$ cat src/rtl/mem_access_unit.sv
// Load/store front end for d_mem: byte-address to word-index translation, byte/half RMW stores,
// lane extraction with sign/zero extension. Define MAU_ALIGN_CHECK_EN to reject misaligned half/word.
module mem_access_unit #(
  parameter int MemSize = 10
) (
  input  logic        clock,
  input  logic        reset,
  input  logic        req_valid,
  output logic        req_ready,
  input  logic        req_write,
  input  logic [1:0]  req_size,
  input  logic        req_unsigned,
  input  logic [31:0] req_addr,
  input  logic [31:0] req_wdata,
  output logic        rsp_done,
  output logic [31:0] rsp_rdata,
  output logic        rsp_error,
  output logic [31:0] mem_address,
  output logic [31:0] mem_wdata,
  output logic        mem_read,
  output logic        mem_write,
  input  logic [31:0] mem_rdata
);

  typedef enum logic [1:0] {
    S_IDLE = 2'd0,
    S_RD   = 2'd1,
    S_WR   = 2'd2,
    S_DONE = 2'd3
  } state_t;

  state_t      r_state;
  state_t      w_next;
  logic        r_write;
  logic [1:0]  r_size;
  logic        r_unsigned;
  logic [1:0]  r_lane;
  logic [31:0] r_wdata;
  logic        r_rsp_done;
  logic        r_rsp_error;
  logic [31:0] r_rsp_rdata;
  logic [31:0] r_mem_address;
  logic [31:0] r_mem_wdata;
  logic        r_mem_read;
  logic        r_mem_write;
  logic        w_accept;
  logic        w_illegal;
  logic [1:0]  w_lane;

  // Replace only the addressed byte/half lane of a memory word
  function automatic logic [31:0] f_merge(input logic [31:0] word, input logic [31:0] data,
                                          input logic [1:0] size, input logic [1:0] lane);
    logic [31:0] res;
    res = word;
    case (size)
      2'b00:   res[{lane, 3'b000} +: 8] = data[7:0];
      2'b01:   res[{lane[1], 4'b0000} +: 16] = data[15:0];
      default: res = data;
    endcase
    return res;
  endfunction

  // Right-justify the addressed lane and extend it to 32 bits
  function automatic logic [31:0] f_extract(input logic [31:0] word, input logic [1:0] size,
                                            input logic [1:0] lane, input logic uns);
    logic [31:0] res;
    logic [7:0]  b;
    logic [15:0] h;
    b = word[{lane, 3'b000} +: 8];
    h = word[{lane[1], 4'b0000} +: 16];
    case (size)
      2'b00:   res = uns ? {24'h000000, b} : {{24{b[7]}}, b};
      2'b01:   res = uns ? {16'h0000, h} : {{16{h[15]}}, h};
      default: res = word;
    endcase
    return res;
  endfunction

  assign req_ready   = (r_state == S_IDLE);
  assign w_accept    = req_valid & (r_state == S_IDLE);
  assign rsp_done    = r_rsp_done;
  assign rsp_error   = r_rsp_error;
  assign rsp_rdata   = r_rsp_rdata;
  assign mem_address = r_mem_address;
  assign mem_wdata   = r_mem_wdata;
  assign mem_read    = r_mem_read;
  assign mem_write   = r_mem_write;

  // Classify the incoming request and pick its effective lane
  always_comb begin
    w_illegal = (req_size == 2'b11) || (|req_addr[31:MemSize+2]);
    w_lane    = req_addr[1:0];
`ifdef MAU_ALIGN_CHECK_EN
    if ((req_size == 2'b01 && req_addr[0]) || (req_size == 2'b10 && req_addr[1:0] != 2'b00)) begin
      w_illegal = 1'b1;
    end else begin
      w_illegal = w_illegal;
    end
`endif
    case (req_size)
      2'b01:   w_lane = {req_addr[1], 1'b0};
      2'b10:   w_lane = 2'b00;
      default: w_lane = req_addr[1:0];
    endcase
  end

  // Next-state logic
  always_comb begin
    w_next = r_state;
    case (r_state)
      S_IDLE: begin
        if (!w_accept) begin
          w_next = S_IDLE;
        end else if (w_illegal) begin
          w_next = S_DONE;
        end else if (req_write && req_size == 2'b10) begin
          w_next = S_WR;
        end else begin
          w_next = S_RD;
        end
      end
      S_RD: begin
        if (r_write) begin
          w_next = S_WR;
        end else begin
          w_next = S_DONE;
        end
      end
      S_WR:    w_next = S_DONE;
      S_DONE:  w_next = S_IDLE;
      default: w_next = S_IDLE;
    endcase
  end

  // State, request capture and registered outputs
  always_ff @(posedge clock) begin
    if (reset) begin
      r_state       <= S_IDLE;
      r_write       <= 1'b0;
      r_size        <= 2'b00;
      r_unsigned    <= 1'b0;
      r_lane        <= 2'b00;
      r_wdata       <= 32'h00000000;
      r_rsp_done    <= 1'b0;
      r_rsp_error   <= 1'b0;
      r_rsp_rdata   <= 32'h00000000;
      r_mem_address <= 32'h00000000;
      r_mem_wdata   <= 32'h00000000;
      r_mem_read    <= 1'b0;
      r_mem_write   <= 1'b0;
    end else begin
      r_state     <= w_next;
      r_mem_read  <= (w_next == S_RD);
      r_mem_write <= (w_next == S_WR);
      r_rsp_done  <= (w_next == S_DONE);
      r_rsp_error <= w_accept & w_illegal;
      if (w_accept && !w_illegal) begin
        r_write       <= req_write;
        r_size        <= req_size;
        r_unsigned    <= req_unsigned;
        r_lane        <= w_lane;
        r_wdata       <= req_wdata;
        r_mem_address <= {2'b00, req_addr[31:2]};
        if (req_write && req_size == 2'b10) begin
          r_mem_wdata <= req_wdata;
        end
      end
      // mem_rdata is valid for the whole RD cycle; sample it on the way out
      if (r_state == S_RD) begin
        if (r_write) begin
          r_mem_wdata <= f_merge(mem_rdata, r_wdata, r_size, r_lane);
        end else begin
          r_rsp_rdata <= f_extract(mem_rdata, r_size, r_lane, r_unsigned);
        end
      end
    end
  end

endmodule

$ cat config.mk
export PLATFORM = sky130hd
export DESIGN_NAME = mem_access_unit
export DESIGN_NICKNAME = d
export VERILOG_FILES = /design/src/rtl/mem_access_unit.sv
export SDC_FILE = /design/constraint.sdc
export NUM_CORES = 1
export LEC_CHECK = 0
export CORE_ASPECT_RATIO = 1.2
export CORE_MARGIN = 5
export CORE_UTILIZATION = 40
export DETAILED_ROUTE_END_ITERATION = 10
export GPL_TIMING_DRIVEN = 1
export MAX_ROUTING_LAYER = met4
export PLACE_DENSITY = 0.82
export RECOVER_POWER = 25
export SLEW_MARGIN = 10
export SYNTH_ARGS = -nofsm -noshare
export SYNTH_HDL_FRONTEND = slang
export SYNTH_SLANG_ARGS = --single-unit
$ cat constraint.sdc
create_clock -name clock -period 2.4 [get_ports clock]
set_input_delay 0.36 -clock clock [delete_from_list [all_inputs] [get_ports clock]]
set_output_delay 0.36 -clock clock [all_outputs]
set_load 0.05 [all_outputs]
==> impl_metrics.xml, run 1 <==
<?xml version="1.0" encoding="UTF-8"?>
<metrics>
  <group name="floorplanning">
    <metric name="std_cell_rows" unit="">52</metric>
    <metric name="dieArea" unit="sq mm">0.0197</metric>
    <metric name="ports_placed_on_the_boundary" unit="">204</metric>
    <metric name="die_extent_in_x" unit="um">129</metric>
    <metric name="core_area" unit="sq mm">0.0168</metric>
    <metric name="floorplan.die.height" unit="um">153</metric>
    <metric name="floorplan.initialDensity" unit="%">40.5</metric>
  </group>
  <group name="setup_path">
    <metric name="crit_chain" unit="">clkbuf_2 -&gt; clkbuf_2 -&gt; nand2_1 -&gt; a211oi_1</metric>
    <metric name="worst-endpoint-arrival" unit="ns">2.55</metric>
    <metric name="worst-path-buf-inv" unit="">2</metric>
    <metric name="critPathMaxFanout" unit="">36</metric>
    <metric name="rrSetupSlack" unit="ns">0.18</metric>
    <metric name="slowest_stage" unit="">clkbuf_2</metric>
    <metric name="crit_path_max_incr_delay" unit="ns">0.65</metric>
    <metric name="endpoint_kind" unit="">flop</metric>
    <metric name="worst_path_dominant_cell_family" unit="">buffers and inverters</metric>
    <metric name="setup.worst_path.start_class" unit="">flop</metric>
    <metric name="critPathKind" unit="">flop to flop</metric>
    <metric name="required" unit="ns">2.73</metric>
    <metric name="critical_path.most_common_cell" unit="">clkbuf_2</metric>
  </group>
  <group name="clock_tree">
    <metric name="insertion_delay" unit="ns">0.43</metric>
    <metric name="tritoncts" unit="">built</metric>
    <metric name="reg_clk_slew_reported_paths" unit="ns">0.06</metric>
    <metric name="cts_repair_resize_count" unit="">0</metric>
    <metric name="clk_root_buffer_cell" unit="">clkbuf_16</metric>
    <metric name="htreeDepth" unit="">4</metric>
    <metric name="cts_setup_buffers" unit="">0</metric>
    <metric name="clock_sinks" unit="">138</metric>
    <metric name="numCtsBuffers" unit="">17</metric>
    <metric name="cts.path.max_buffers" unit="">2</metric>
    <metric name="holdBufCountCts" unit="">0</metric>
  </group>
  <group name="sta">
    <metric name="holdWs" unit="ns">0.453</metric>
    <metric name="max-slew-margin-rel" unit="%">39.9</metric>
    <metric name="final.period_utilization" unit="%">92.6</metric>
    <metric name="timing.final.hold_violations" unit="">0</metric>
    <metric name="setup_viol" unit="">0</metric>
    <metric name="timing.fmax" unit="GHz">0.450</metric>
    <metric name="finalMaxSlewViolations" unit="">0</metric>
    <metric name="setup_total_negative_slack" unit="ns">0</metric>
    <metric name="finalWorstSetupSlack" unit="ns">0.177</metric>
    <metric name="timing_worst_slew_pin_value" unit="ns">0.902</metric>
    <metric name="min_tclk_post_route" unit="ns">2.22</metric>
    <metric name="rsz0062_at_grt" unit="">false</metric>
    <metric name="fin_worst_skew" unit="ns">0.00590</metric>
  </group>
  <group name="synthesis">
    <metric name="top_cell_type_s_share_of_synthesized_area" unit="%">40.6</metric>
    <metric name="synth_cell_type_count" unit="">44</metric>
    <metric name="synth_async_sr_flop_share" unit="%">0</metric>
    <metric name="post_synthesis_mean_instance_area" unit="sq um">8.53</metric>
    <metric name="synthFlopType" unit="">dfxtp_1</metric>
    <metric name="synth-seq-cells" unit="">138</metric>
    <metric name="yosysWarnings" unit="">0</metric>
    <metric name="yosysSeqAreaShare" unit="%">40.6</metric>
    <metric name="syn-instance-count" unit="">798</metric>
    <metric name="synth.most_common_cell" unit="">dfxtp_1</metric>
    <metric name="synth_commonest_cells" unit="">dfxtp_1, nand2_1, a21oi_1</metric>
    <metric name="synth_area" unit="sq mm">0.00681</metric>
    <metric name="synth-edff-count" unit="">0</metric>
    <metric name="netlist_top_cells_area" unit="">dfxtp_1, a21oi_1, mux2i_1</metric>
    <metric name="post-synth-top-area-cell" unit="">dfxtp_1</metric>
  </group>
  <group name="placement">
    <metric name="count_of_buffers_inserted_at_the_top_level_ports" unit="">201</metric>
    <metric name="pre_cts_slack" unit="ns">-0.179</metric>
    <metric name="place_hpwl" unit="um">16700</metric>
    <metric name="placed_area" unit="sq mm">0.00912</metric>
    <metric name="placed_cells" unit="">1179</metric>
    <metric name="globalplace.congestion" unit="">0.961</metric>
  </group>
  <group name="grt">
    <metric name="via_count_of_the_first_global_routing_pass" unit="">6621</metric>
    <metric name="grt_usage" unit="%">23.7</metric>
    <metric name="grt_pass1_wl" unit="um">35900</metric>
    <metric name="grt_start_max_net_pins" unit="">81</metric>
    <metric name="antenna_violations_before_repair" unit="">0</metric>
    <metric name="grt-ovfl-total" unit="">0</metric>
  </group>
  <group name="route">
    <metric name="wl_met3" unit="um">2190</metric>
    <metric name="highest_signal_layer_in_the_routed_design" unit="">met4</metric>
    <metric name="router_iterations_before_antenna_repair" unit="">7</metric>
    <metric name="met2_wirelength" unit="um">10500</metric>
    <metric name="detailedRoute.firstIterationViolations" unit="">707</metric>
    <metric name="post_drt_wl_per_cell" unit="um">19.2</metric>
    <metric name="met1_wl" unit="um">9580</metric>
    <metric name="post_drt_via_cell_ratio" unit="">5.68</metric>
    <metric name="route.detailed.drc" unit="">0</metric>
    <metric name="vias" unit="">6862</metric>
    <metric name="antenna_violating_nets_post_route" unit="">0</metric>
    <metric name="routed_wirelength" unit="um">23200</metric>
  </group>
  <group name="cells_and_area">
    <metric name="design.final.nets" unit="">1096</metric>
    <metric name="antenna_cells_inserted" unit="">0</metric>
    <metric name="syn2layout_area_growth" unit="%">42.2</metric>
    <metric name="final_layout_size_suffix_gt1_share" unit="%">9.67</metric>
    <metric name="layoutNonFillerInstCount" unit="">1209</metric>
    <metric name="layout.core_utilization" unit="%">57.7</metric>
    <metric name="nFillCells" unit="">1457</metric>
    <metric name="fin_area" unit="sq mm">0.00968</metric>
  </group>
  <group name="power_and_ir_drop">
    <metric name="pwr_density_cell" unit="mW/mm^2">621</metric>
    <metric name="leakage" unit="nW">3.52</metric>
    <metric name="post-layout-total-power" unit="mW">6.01</metric>
    <metric name="maximum_resistive_drop_on_vdd" unit="uV">399</metric>
  </group>
  <group name="job">
    <metric name="maxCapViolations" unit="">0</metric>
  </group>
  <group name="worst_hold_path">
    <metric name="worst_hold_path_type" unit="">flop to flop</metric>
  </group>
  <group name="run_status">
    <metric name="outcome" unit="">completed</metric>
  </group>
</metrics>
==> registers in the layout (all words and copies together) (netlist names), 2 cells and up <==
signal	cells
mem_address	30
mem_wdata	32
r_lane	2
r_size	2
r_state	2
r_wdata	32
rsp_rdata	32
==> layer usage <==
metal	vias to the layer above	GRT usage (%)
met4	0	10.8
li1	3245	-
met1	3187	29.5
met3	72	7.23
met2	358	35.0
met5	-	-
==> power by group <==
part	internal (mW)	switching (mW)	total [mW]
clock	1.59	0.971	2.57
combinational	0.414	0.614	1.03
sequential	2.37	0.0399	2.41
total	4.38	1.63	6.01
==> kinds of logic after synthesis <==
group                    Yosys count  synth area share, %
AO/OA/AOI/OAI                    239                 23.2
adder cells (fa/ha/maj)           11                 2.02
buffers and inverters             86                 5.15
flip-flops                       138                 40.6
multiplexers                      80                 12.2
other                              1               0.0551
AND/OR/NAND/NOR                  243                 16.7
==> path summary, 6_finish.rpt <==
kind / start / to / cells after the start
worst min-delay path: mem_address[27] / mem_address[27] / 1
worst max register to register: r_size[1] / rsp_rdata[22] / 4
worst min register to register: mem_address[27] / mem_address[27] / 1
worst max-delay path: r_size[1] / rsp_rdata[22] / 4
==> layout make-up <==
class	count	area [sq um]	share of cell area [%]
clock buffers	23	478	4.94
flip-flops and latches	138	2770	28.6
well taps	216	270	2.79
repair buffers	234	2310	23.9
multi-input cells	575	3700	38.2
inverters	16	60.1	0.621
clock inverters	7	92.6	0.957
==> worst reg2reg max path, cell delays in order (launching register included) <==
cell      delay (ns)
dfxtp_2         0.46
clkbuf_2        0.65
clkbuf_2        0.60
nand2_1         0.13
a211oi_1        0.28
==> layout by cell type, fill, tap and decap left out, drive strengths merged, types with 26 or more instances in the layout <==
cell           count
a221oi            26
mux2              26
nor2              48
buf               31
dfxtp            138
nand2            117
clkbuf            26
a21oi            112
a211oi            32
mux2i             54
dlygate4sd3       46
clkdlybuf4s50    154
Note: power is estimated with default switching activity, not from simulation.
==> run 2: changes to the inputs <==
--- a/config.mk
+++ b/config.mk
@@ -11,7 +11,7 @@
 export DETAILED_ROUTE_END_ITERATION = 10
 export GPL_TIMING_DRIVEN = 1
 export MAX_ROUTING_LAYER = met4
-export PLACE_DENSITY = 0.82
+export PLACE_DENSITY = 0.72
 export RECOVER_POWER = 25
 export SLEW_MARGIN = 10
 export SYNTH_ARGS = -nofsm -noshare
==> impl_metrics.xml, run 2 (synthesized netlist as in run 1, its figures left out) <==
<?xml version="1.0" encoding="UTF-8"?>
<metrics>
  <group name="run_status">
    <metric name="outcome" unit="">completed</metric>
  </group>
  <group name="job">
    <metric name="maxCapViolations" unit="">0</metric>
  </group>
  <group name="clock_tree">
    <metric name="numCtsBuffers" unit="">17</metric>
    <metric name="clk_root_buffer_cell" unit="">clkbuf_16</metric>
    <metric name="cts_repair_resize_count" unit="">0</metric>
    <metric name="cts_setup_buffers" unit="">0</metric>
    <metric name="tritoncts" unit="">built</metric>
    <metric name="htreeDepth" unit="">4</metric>
    <metric name="holdBufCountCts" unit="">0</metric>
    <metric name="cts.path.max_buffers" unit="">2</metric>
    <metric name="insertion_delay" unit="ns">0.43</metric>
    <metric name="reg_clk_slew_reported_paths" unit="ns">0.06</metric>
    <metric name="clock_sinks" unit="">138</metric>
  </group>
  <group name="route">
    <metric name="routed_wirelength" unit="um">23000</metric>
    <metric name="post_drt_wl_per_cell" unit="um">19.0</metric>
    <metric name="router_iterations_before_antenna_repair" unit="">5</metric>
    <metric name="detailedRoute.firstIterationViolations" unit="">533</metric>
    <metric name="route.detailed.drc" unit="">0</metric>
    <metric name="post_drt_via_cell_ratio" unit="">5.53</metric>
    <metric name="antenna_violating_nets_post_route" unit="">0</metric>
    <metric name="vias" unit="">6689</metric>
  </group>
  <group name="cells_and_area">
    <metric name="design.final.nets" unit="">1095</metric>
    <metric name="fin_area" unit="sq mm">0.00974</metric>
    <metric name="antenna_cells_inserted" unit="">0</metric>
    <metric name="layout.cells.most_common" unit="">clkdlybuf4s50_1</metric>
    <metric name="layoutNonFillerInstCount" unit="">1210</metric>
    <metric name="most-common-layout-cells" unit="">clkdlybuf4s50_1, dfxtp_1, nand2_1</metric>
    <metric name="final_layout_size_suffix_gt1_share" unit="%">9.96</metric>
    <metric name="syn2layout_area_growth" unit="%">43.1</metric>
  </group>
  <group name="power_and_ir_drop">
    <metric name="leakage" unit="nW">3.52</metric>
    <metric name="maximum_resistive_drop_on_vdd" unit="uV">399</metric>
    <metric name="pwr_density_cell" unit="mW/mm^2">643</metric>
  </group>
  <group name="floorplanning">
    <metric name="floorplan.die.height" unit="um">153</metric>
    <metric name="core_area" unit="sq mm">0.0168</metric>
    <metric name="std_cell_rows" unit="">52</metric>
    <metric name="ports_placed_on_the_boundary" unit="">204</metric>
    <metric name="die_extent_in_x" unit="um">129</metric>
    <metric name="dieArea" unit="sq mm">0.0197</metric>
    <metric name="floorplan.initialDensity" unit="%">40.5</metric>
  </group>
  <group name="sta">
    <metric name="timing.final.hold_violations" unit="">0</metric>
    <metric name="setup_total_negative_slack" unit="ns">0</metric>
    <metric name="max-slew-margin-rel" unit="%">41.5</metric>
    <metric name="final.period_utilization" unit="%">93.6</metric>
    <metric name="min_tclk_post_route" unit="ns">2.25</metric>
    <metric name="holdWs" unit="ns">0.245</metric>
    <metric name="rsz0062_at_grt" unit="">false</metric>
    <metric name="finalWorstSetupSlack" unit="ns">0.154</metric>
    <metric name="setup_viol" unit="">0</metric>
    <metric name="finalMaxSlewViolations" unit="">0</metric>
    <metric name="fin_worst_skew" unit="ns">0.0134</metric>
    <metric name="timing_worst_slew_pin_value" unit="ns">0.878</metric>
    <metric name="timing.fmax" unit="GHz">0.445</metric>
  </group>
  <group name="grt">
    <metric name="grt_pass1_wl" unit="um">35500</metric>
    <metric name="antenna_violations_before_repair" unit="">0</metric>
    <metric name="grt_usage" unit="%">23.5</metric>
    <metric name="grt-ovfl-total" unit="">0</metric>
    <metric name="grt_start_max_net_pins" unit="">109</metric>
    <metric name="via_count_of_the_first_global_routing_pass" unit="">6476</metric>
  </group>
  <group name="setup_path">
    <metric name="ff2ff_path_depth" unit="">7</metric>
    <metric name="slowest_stage" unit="">clkdlybuf4s50_1</metric>
    <metric name="crit_chain" unit="">inv_1 -&gt; ha_1 -&gt; clkdlybuf4s50_1</metric>
    <metric name="required" unit="ns">2.04</metric>
    <metric name="crit_path_max_incr_delay" unit="ns">0.83</metric>
    <metric name="worst-endpoint-arrival" unit="ns">1.89</metric>
    <metric name="critPathKind" unit="">flop to primary output</metric>
    <metric name="endpoint_kind" unit="">primary output</metric>
    <metric name="setup.worst_path.start_class" unit="">flop</metric>
    <metric name="critPathMaxFanout" unit="">4</metric>
  </group>
  <group name="placement">
    <metric name="pre_cts_slack" unit="ns">-0.201</metric>
    <metric name="placed_area" unit="sq mm">0.00911</metric>
    <metric name="place_hpwl" unit="um">16700</metric>
    <metric name="placed_cells" unit="">1178</metric>
    <metric name="count_of_buffers_inserted_at_the_top_level_ports" unit="">201</metric>
    <metric name="globalplace.congestion" unit="">0.921</metric>
  </group>
  <group name="worst_hold_path">
    <metric name="worst_hold_path_type" unit="">input pin to flop</metric>
    <metric name="worst_hold_path.num_cells" unit="">2</metric>
  </group>
</metrics>
## run 2: power by group
group	switching, mW	total, mW	internal [mW]
clock network	1.00	2.82	1.81
logic	0.610	1.03	0.418
registers	0.0447	2.42	2.37
total	1.66	6.26	4.60
## run 2: worst paths after layout
kind / from / endpoint / slack [ns]
worst max-delay path: r_state[0] / req_ready / 0.15
worst min-delay path: reset / mem_address[4] / 0.24
worst max register to register: r_lane[1] / mem_wdata[28] / 0.23
worst min register to register: mem_address[4] / mem_address[4] / 0.45
## run 2: through the flow
| stage | power, mW | util (%) |
|---|---|---|
| 6_report | 6.26 | 58.0 |
| 4_1_cts | 6.32 | 58.1 |
| 3_5_place_dp | 3.50 | 54.3 |
| 2_1_floorplan | 3.03 | - |
| 3_3_place_gp | 3.49 | 54.3 |
| 5_1_grt | 6.47 | 58.0 |
## run 2: worst max-delay path: cells and delay by family, from the launching register on
kind,cells,cell delay [ns]
buf+inv,2,0.91
flops,1,0.31
fa+ha+maj,1,0.24
## run 2: layout make-up
| cell class | instances | area [sq um] |
|---|---|---|
| Multi-Input combinational cell | 575 | 3700 |
| Fill cell | 1533 | 7050 |
| Clock buffer | 20 | 467 |
| Inverter | 16 | 60.1 |
| Tap cell | 216 | 270 |
| Sequential cell | 138 | 2760 |
| Clock inverter | 12 | 170 |
| Timing Repair Buffer | 233 | 2300 |
## run 2: routing by layer
metal,vias up,GRT usage (%),share of wire [%]
met1,3137,30.9,43
met2,284,35.2,46
li1,3225,-,-
met4,0,8.25,2.9
met3,43,5.72,7.8
met5,-,-,0
==> patch, RTL diff (flow settings as in run 2) <==
Add a define of `MAU_ALIGN_CHECK_EN`.
--- a/src/rtl/mem_access_unit.sv
+++ b/src/rtl/mem_access_unit.sv
@@ -1,5 +1,7 @@
 // Load/store front end for d_mem: byte-address to word-index translation, byte/half RMW stores,
 // lane extraction with sign/zero extension. Define MAU_ALIGN_CHECK_EN to reject misaligned half/word.
+`define MAU_ALIGN_CHECK_EN
+
 module mem_access_unit #(
   parameter int MemSize = 10
 ) (
Formal check against the unedited RTL: not equivalent (a bounded check fails within 4 cycles, from zero or initial values and one cycle with reset high).
==> patch against run 2 <==
Critical path depth is the same. Synthesized area shrank 8.5%. Die area decreased by 7.9%. Wire length shrank 10%. Sequential cell count unchanged. Combinational power decreased by 8%. Worst hold slack got worse by 0.033 ns. Setup slack better by 0.0021 ns. Clock skew decreased by 0.0085 ns. Design area decreased by 5.5%. Count of clock-buffer cells in the layout shrank 1. Clock power grew 4%. Synthesized cell count shrank 11%. Total power rose by 0.43%. Largest cell class unchanged.
==> patch: results (changes against run 2) <==
status:
  status: "completed"  # unchanged
setup_path:
  r2r_end: "rsp_rdata[7]$_SDFFE_PP0P_"  # was mem_wdata[28]$_SDFF_PP0_
  r2r_cells: 6  # was 7
  r2r_setup_slack_ns: 0.20  # was 0.23 ns
timing:
  relSlewSlack_pct: 54.9  # was 41.5%
  hold_ws_ns: 0.212  # was 0.245 ns
  finClkSkew_ns: 0.00488  # was 0.0134 ns
power:
  pg_comb_uw: 952  # was 1030 uW
  power_frac_seq_pct: 38.2  # was 38.6%
  swShare_pct: 26.0  # was 26.5%
  peakVddDrop_mv: 0.467  # was 0.399 mV
route:
  wl_met1_um: 8370  # was 9900 um
  wl_met3_um: 1750  # was 1780 um
global_route:
  grt_pass1_wl_um: 31800  # was 35,500 um
  grt_usage_pct: 23.2  # was 23.5%
  met1_usage_pct: 29.0  # was 30.9%
  grtUsageMet3_pct: 5.31  # was 5.72%
cells_and_area:
  final_util_pct: 59.6  # was 58.0%
  num-multi-input-gates: 500  # was 575
  layout.nets: 1015  # was 1,095
  buffers_excl_clock: 237  # was 233
  finalNonFillerCells: 1122  # was 1,210
  multi_input_area_um2: 3150  # was 3700 um2
  nFillCells: 1401  # was 1,533
placed_design:
  routabilityCongestion: 0.913  # was 0.921
  place_inst: 1090  # was 1,178
  dpl-instance-area_um2: 8550  # was 9110 um2
  hpwl_um: 15000  # was 16,700 um
hold_path:
  min_to: "r_wdata[16]$_SDFFE_PP0N_"  # was mem_address[4]$_SDFFE_PP0N_
[patch: kinds of logic after synthesis]
group,count (synthesis),share of synthesized area (%)
adders and majority gates,11,2.21
DFF,138,44.4
and+or+nand+nor,246,18.6
AOI/OAI and AO/OA,224,26.5
buffers and inverters,70,5.28
muxes,17,2.99
other,1,0.0602
[patch: worst max path at each step]
stage	from	end	cells past startpoint
global placement	req_size[1]	mem_wdata[31]$_SDFF_PP0_	10
floorplan	r_state[0]$_SDFF_PP0_	mem_address[0]$_SDFFE_PP0N_	8
finish	r_state[0]$_SDFF_PP0_	req_ready	3
detailed placement	req_size[1]	mem_wdata[30]$_SDFF_PP0_	10
global route	req_size[1]	mem_wdata[25]$_SDFF_PP0_	10
CTS	r_state[0]$_SDFF_PP0_	req_ready	3
[patch: critical path, delay by kind of cell, from the launching register on]
kind	cells	cell delay, ns
buf+inv	2	0.92
fa+ha+maj	1	0.24
flops	1	0.31
